===== config.mk =====
export PLATFORM = sky130hd
export DESIGN_NAME = vec_mem_arbiter
export DESIGN_NICKNAME = d
export VERILOG_FILES = /design/src/rtl/vec_mem_arbiter.sv
export SDC_FILE = /design/constraint.sdc
export NUM_CORES = 1
export LEC_CHECK = 0
export ABC_CLOCK_PERIOD_IN_PS = 3700
export CAP_MARGIN = 15
export CORE_AREA = 10 10 96 98
export CTS_BUF_LIST = sky130_fd_sc_hd__clkbuf_8
export CTS_CLUSTER_DIAMETER = 60
export DETAILED_ROUTE_END_ITERATION = 6
export DIE_AREA = 0 0 106 108
export GPL_TIMING_DRIVEN = 0
export MAX_ROUTING_LAYER = met4
export PLACE_DENSITY = 0.95
export SLEW_MARGIN = 20
export SYNTH_ARGS = -nofsm -noshare
export SYNTH_HDL_FRONTEND = slang
export SYNTH_SLANG_ARGS = --single-unit

===== constraint.sdc =====
create_clock -name clk -period 3.7 [get_ports clk]
set_clock_uncertainty 0.05 [all_clocks]
set_input_delay 0.555 -clock clk [delete_from_list [all_inputs] [get_ports clk]]
set_output_delay 0.555 -clock clk [all_outputs]
set_load 0.02 [all_outputs]

===== src/rtl/vec_mem_arbiter.sv =====
// Arbitrates the single memory port between scalar load/store and vector element fetches.
// Vector bursts are locked until vec_last, MAX_BURST beats, or STALL_MAX idle cycles.
module vec_mem_arbiter #(
    parameter int unsigned XLEN      = 32,
    parameter int unsigned SEW       = 32,
    parameter int unsigned MAX_BURST = 16,
    parameter int unsigned STALL_MAX = 4
) (
    input  logic            clk,
    input  logic            n_rst,
    input  logic            scl_req,
    input  logic            scl_we,
    input  logic [XLEN-1:0] scl_addr,
    input  logic [XLEN-1:0] scl_wdata,
    output logic            scl_gnt,
    output logic            scl_rvalid,
    output logic [XLEN-1:0] scl_rdata,
    input  logic            vec_req,
    input  logic [XLEN-1:0] vec_addr,
    input  logic            vec_last,
    output logic            vec_gnt,
    output logic            vec_rvalid,
    output logic [SEW-1:0]  vec_rdata,
    output logic            mem_en,
    output logic            mem_we,
    output logic [XLEN-1:0] mem_addr,
    output logic [XLEN-1:0] mem_wdata,
    input  logic [XLEN-1:0] mem_rdata,
    output logic [1:0]      arb_owner
);

    localparam int unsigned BW = $clog2(MAX_BURST) + 1;
    localparam int unsigned SW = $clog2(STALL_MAX) + 1;
    localparam logic [BW-1:0] BeatMax  = BW'(MAX_BURST);
    localparam logic [BW-1:0] BeatOne  = BW'(1);
    localparam logic [SW-1:0] StallLim = SW'(STALL_MAX);
    localparam logic [SW-1:0] StallOne = SW'(1);

    typedef enum logic [0:0] {StIdle, StVec} state_e;

    state_e          state_q, state_d;
    logic            last_vec_q, last_vec_d;
    logic [BW-1:0]   beat_q, beat_d, beat_inc;
    logic [SW-1:0]   stall_q, stall_d, stall_inc;
    logic            resp_scl_q, resp_vec_q;
    logic            scl_win, vec_win, lock_exit;

    assign beat_inc  = beat_q + BeatOne;
    assign stall_inc = stall_q + StallOne;

    always_comb begin
        state_d    = state_q;
        last_vec_d = last_vec_q;
        beat_d     = beat_q;
        stall_d    = stall_q;
        scl_win    = 1'b0;
        vec_win    = 1'b0;
        lock_exit  = 1'b0;
        case (state_q)
            StIdle: begin
                if (scl_req && vec_req) begin
                    scl_win = last_vec_q;
                    vec_win = !last_vec_q;
                end else begin
                    scl_win = scl_req;
                    vec_win = vec_req;
                end
                if (scl_win) begin
                    last_vec_d = 1'b0;
                end
                if (vec_win) begin
                    beat_d  = BeatOne;
                    stall_d = '0;
                    if (vec_last || MAX_BURST == 1) begin
                        last_vec_d = 1'b1;
                    end else begin
                        state_d = StVec;
                    end
                end
            end
            StVec: begin
                // Scalar is locked out for the whole burst.
                vec_win = vec_req;
                if (vec_req) begin
                    beat_d  = beat_inc;
                    stall_d = '0;
                    lock_exit = vec_last || (beat_inc == BeatMax);
                end else begin
                    stall_d   = stall_inc;
                    lock_exit = (stall_inc == StallLim);
                end
            end
            default: state_d = StIdle;
        endcase
        if (lock_exit) begin
            state_d    = StIdle;
            last_vec_d = 1'b1;
            beat_d     = '0;
            stall_d    = '0;
        end
    end

    always_ff @(posedge clk or negedge n_rst) begin
        if (!n_rst) begin
            state_q    <= StIdle;
            last_vec_q <= 1'b1;
            beat_q     <= '0;
            stall_q    <= '0;
            resp_scl_q <= 1'b0;
            resp_vec_q <= 1'b0;
        end else begin
            state_q    <= state_d;
            last_vec_q <= last_vec_d;
            beat_q     <= beat_d;
            stall_q    <= stall_d;
            resp_scl_q <= scl_gnt && !scl_we;
            resp_vec_q <= vec_gnt;
        end
    end

    // Grants are combinational, so gate them with reset to keep outputs quiet in reset.
    assign scl_gnt   = n_rst && scl_win;
    assign vec_gnt   = n_rst && vec_win;
    assign arb_owner = {vec_gnt, scl_gnt};

    assign mem_en    = scl_gnt || vec_gnt;
    assign mem_we    = scl_gnt && scl_we;
    assign mem_addr  = scl_gnt ? scl_addr : (vec_gnt ? vec_addr : '0);
    assign mem_wdata = scl_gnt ? scl_wdata : '0;

    assign scl_rvalid = resp_scl_q;
    assign vec_rvalid = resp_vec_q;
    assign scl_rdata  = resp_scl_q ? mem_rdata : '0;
    assign vec_rdata  = resp_vec_q ? mem_rdata[SEW-1:0] : '0;

endmodule


# After elaboration in Yosys (flattened, before gate mapping)
# Cells that the tools add are included.
dict set report classes {
  add_sub_neg 2
  n_eq_ne 5
  n_mux 30
  n_bitwise 1
  n_reduce_logical 10
}
# operator n
set ops {}
lappend ops {{32-bit 2-to-1 mux} 5}
lappend ops {{1-bit 2-to-1 mux} 16}
lappend ops {{5-bit 2-to-1 mux} 3}
lappend ops {{5-bit case mux with 2 select lines} 1}
lappend ops {{3-bit 2-to-1 mux} 3}
lappend ops {{3-bit by 2-bit != test with 1-bit output (second input constant)} 2}
lappend ops {{3-bit case mux with 2 select lines} 1}
lappend ops {{5-bit by 1-bit adder with 5-bit output (second input constant)} 1}
lappend ops {{5-bit equality test (second input constant)} 1}
lappend ops {{1-bit logical AND} 5}
lappend ops {{3-bit by 1-bit adder with 3-bit output (second input constant)} 1}
lappend ops {{3-bit equality test (second input constant)} 1}
lappend ops {{1-bit zero test} 2}
lappend ops {{1-bit logical OR} 2}
lappend ops {{2-bit by 1-bit != test with 1-bit output (second input constant)} 1}
lappend ops {{1-bit case mux with 2 select lines} 1}
lappend ops {{2-bit AND reduction} 1}
lappend ops {{1-bit inverter} 1}
dict set report totals {
  regBits 12
  output_inout_bits 136
}

# Depth between registers and ports, before layout
dict set report depth {
  ltp_word 8
  depth_mapped 6
  ltp_nobuf 6
}

# Least setup slack after synthesis
# OpenSTA, ideal clock, no wires.
dict set report synth_path {
  kind {input port to output port}
  from {in scl_req}
  to {out mem_addr[22]}
  t_arrival_ns 1.493
  slack_ns 1.602
  cell_stages 4
  n_path_buf 1
  cell_sequence {and2b_1 a21oi_2 buf_2 a22o_1}
}
dict set report synth_between {
  elab_chain_len 7
  word_cells_on_any_way 11
  classes_between {8 x mux; 3 x reduce/logical}
}
# item line_no
set synth_rtl {}
lappend synth_rtl {{from (decl)} 11} ;# input logic scl_req,
lappend synth_rtl {{1-bit logical AND} 61} ;# if (scl_req && vec_req) begin
lappend synth_rtl {{1-bit 2-to-1 mux} 61}
lappend synth_rtl {{1-bit 2-to-1 mux} 59} ;# case (state_q)
lappend synth_rtl {{1-bit case mux with 2 select lines} 59}
lappend synth_rtl {{1-bit logical AND} 123} ;# assign vec_gnt = n_rst && vec_win;
lappend synth_rtl {{named net vec_gnt} 21} ;# output logic vec_gnt,
lappend synth_rtl {{32-bit 2-to-1 mux (2 in series)} 128} ;# assign mem_addr = scl_gnt ? scl_addr : (vec_gnt ? vec_addr : '0);
lappend synth_rtl {{to (decl)} 26} ;# output logic [XLEN-1:0] mem_addr,
# The timed path passes the listed nets, and every way through them passes these cells. The select of a mux whose other input is x is not followed.

# Worst setup path in the final report
dict set report layout_path {
  from {in n_rst}
  to {out mem_addr[22]}
}
dict set report layout_between {
  elab_chain_len 3
  word_cells_on_any_way 4
  classes_between {2 x mux; 2 x reduce/logical}
}
# item line_no
set layout_rtl {}
lappend layout_rtl {{from (decl)} 10} ;# input logic n_rst,
lappend layout_rtl {{1-bit logical AND} 123}
lappend layout_rtl {{32-bit 2-to-1 mux} 128}
lappend layout_rtl {{32-bit 2-to-1 mux *} 128}
# Every way passes the cells marked *; elsewhere a longest branch is shown, timed or not.

==> flow_summary.yaml <==
final_layout:
  drive_gt1_frac: 0.0445
  syn2layout_area_growth_pct: 170
  seq_area_um2: 302
  final_nets: 632
  final_cells: 602
  design_area_um2: 4560
  fillCellCount: 617
  multiInputGateArea_um2: 1240
route:
  routed.top_layer: "met4"
  drtIter0Drc: 99
  ant_nets: 0
  wl_per_cell_um: 21.9
  drt-total-wl_um: 13200
  wl_met3_um: 1470
  drc: 0
  viasPerCell: 4.51
  wl_met2_um: 6730
  dr_total_vias: 2715
  wl_met1_um: 4880
  firstDrtPassIters: 4
synthesis:
  synthDistinctLibCells: 33
  avgSynthCellArea_um2: 7.60
  synthArstFlopShare: 1.00
  syn_area_um2: 1690
  synth_fp_nets: 359
  ys_warn_count: 0
  synth_edf_count: 0
  synthFlopType: "dfrtp_1"
  synth.largest_area_cell: "and2_1"
  yosysSeqAreaShare: 0.179
  synth_area_leaders: "and2_1, a22o_1, dfrtp_1, buf_6, nand2_1"
  synth-seq-cells: 12
  synth_top_area_frac: 0.367
  postSynthCellCount: 222
die:
  rows: 32
  die_h_um: 108
  coreArea_um2: 7450
  io_pins: 270
  fp.dieW_um: 106
  die-area_um2: 11400
  start_util: 0.226
setup_path:
  cpPeakStageDelay_ns: 0.62
  cp_cell_sequence: "dlygate4sd2_1 > nand2_1 > a21oi_2 > buf_2 > a22o_1 > clkdlybuf4s50_1"
  end_kind: "output port"
  worstPathMaxFanout: 14
  slowest_stage: "clkdlybuf4s50_1"
  required_ns: 3.09
  worstPathArrival_ns: 2.76
  crit_type: "input pin to output port"
  cp-start-kind: "input pin"
placed_design:
  port_buffers: 268
  placed_area_um2: 4500
  gp_congestion: 0.972
  dp_hpwl_um: 11800
  placed_cells: 592
global_route:
  overflow: 0
  grt_pass1_vias: 2780
  grt_max_degree: 15
  grt_first_pass_wirelength_um: 18400
  antenna_found_initial: 6
  grt_use_total: 0.214
timing:
  rsz0062_at_grt: "no"
  finalMaxSlewViolations: 0
  layout_min_cycle_time_ns: 3.36
  timing.setup.tns_ns: 0
  hold_ws_ns: 0.380
  fmax_mhz: 297
  relSlewSlack: 0.588
  hold_viol: 0
  worst_pin_slew_ns: 0.617
  final-setup-viol-count: 0
  finalCritPeriodShare: 0.909
min_path:
  hp-class: "input pin to async pin"
pwr:
  power.total_mw: 1.15
  p_per_area_nw_per_um2: 252
  ir_drop_v: 0.000218
  power.static_leakage_nw: 1.79
cts:
  cts.repair.resized: 1
  clock_latency_ns: 0.24
  cts_setup_buffers: 0
  cts.sinks: 12
  cts_hold_buf: 0
  cts.root.buffer_cell: "clkbuf_8"
  clockBufferDepth: 2
  cts-buffers-inserted: 3
  h-tree-depth: 1
  clkTransAtPathRegs_ns: 0.05
  tritoncts: "done"
run:
  cap_violations: 0
outcome:
  status: "complete, no violations"
path summary, 6_finish.rpt:
check / start / to / slack, ns / cells after the start
setup / recovery: n_rst / mem_addr[22] / 0.34 / 6
hold / removal: n_rst / beat_q[4] / 0.38 / 1
setup reg to reg: stall_q[0] / beat_q[3] / 1.95 / 6
hold reg to reg: stall_q[1] / stall_q[1] / 0.47 / 1
max in group asynchronous: n_rst / state_q / 2.82 / 1
min in group clk: stall_q[1] / stall_q[1] / 0.47 / 1
sequential cells by signal, summed over array words and instances (netlist names):
name / flops
beat_q: 5
stall_q: 3
last_vec_q: 1
scl_rvalid: 1
state_q: 1
vec_rvalid: 1
critical path, delay by kind of cell:
kind | cells | cell delay, ns
buffers and inverters | 3 | 1.54
AO/OA/AOI/OAI | 2 | 0.51
AND/OR/NAND/NOR | 1 | 0.13
final cells by class:
class / count / share of cell area
tap: 102 / 0.0280
timing repair buffer: 268 / 0.589
multi-input combinational: 185 / 0.273
clock buffer: 3 / 0.00906
antenna: 6 / 0.00330
inverter: 5 / 0.00412
buffer: 20 / 0.0266
sequential: 12 / 0.0662
clock inverter: 1 / 0.000824
report_power, final:
part / leakage, nW / total [mW] / switching (mW) / internal [mW]
logic: 1.61 / 0.825 / 0.388 / 0.437
clock network: 0.0269 / 0.125 / 0.0514 / 0.0733
registers: 0.157 / 0.196 / 0.0335 / 0.162
synthesized netlist by cell type (2+ instances only):
| cell type | n |
|---|---|
| clkbuf_1 | 7 |
| a22o_1 | 33 |
| nor2b_1 | 2 |
| ha_1 | 3 |
| nand2_1 | 11 |
| o22ai_1 | 2 |
| inv_1 | 5 |
| buf_6 | 4 |
| nor2_1 | 3 |
| a21oi_1 | 7 |
| nand3_1 | 2 |
| a21oi_2 | 2 |
| dfrtp_1 | 11 |
| buf_2 | 7 |
| o21ai_0 | 6 |
| buf_4 | 2 |
| and2_1 | 99 |
cell usage in the layout (no fill, tap or decap), drive strengths merged:
| cell type | n |
|---|---|
| a21boi | 2 |
| a21oi | 9 |
| a22o | 34 |
| a311oi | 1 |
| a32o | 1 |
| and2 | 99 |
| and2b | 1 |
| and4b | 1 |
| buf | 13 |
| clkbuf | 10 |
| clkdlybuf4s50 | 267 |
| dfrtp | 11 |
| dfstp | 1 |
| diode | 6 |
| dlygate4sd2 | 1 |
| ha | 3 |
| inv | 6 |
| nand2 | 11 |
| nand2b | 1 |
| nand3 | 2 |
| nor2 | 3 |
| nor2b | 2 |
| nor3b | 1 |
| o2111ai | 1 |
| o21ai | 7 |
| o22a | 1 |
| o22ai | 2 |
| or2 | 2 |
| xnor2 | 1 |
per-stage QoR:
step | setup slack, ns | utilization
6_report | 0.338 | 0.612
5_1_grt | 0.0707 | 0.612
4_1_cts | 0.258 | 0.610
3_5_place_dp | -0.00917 | 0.604
3_3_place_gp | 0.0616 | 0.604
2_1_floorplan | 1.60 | -
cells by family after synthesis:
logic type	share of synthesized area
DFF	0.179
and+or+nand+nor	0.439
buffers and inverters	0.0831
AOI/OAI and AO/OA	0.272
xor gates and xnor gates	0.00519
adders and majority gates	0.0223
metal layers:
layer	vias up	track usage
li1	1314	-
met1	1250	0.226
met2	143	0.370
met3	8	0.104
met4	0	0.0174
met5	-	-
Note: power is estimated with default switching activity, not from simulation.
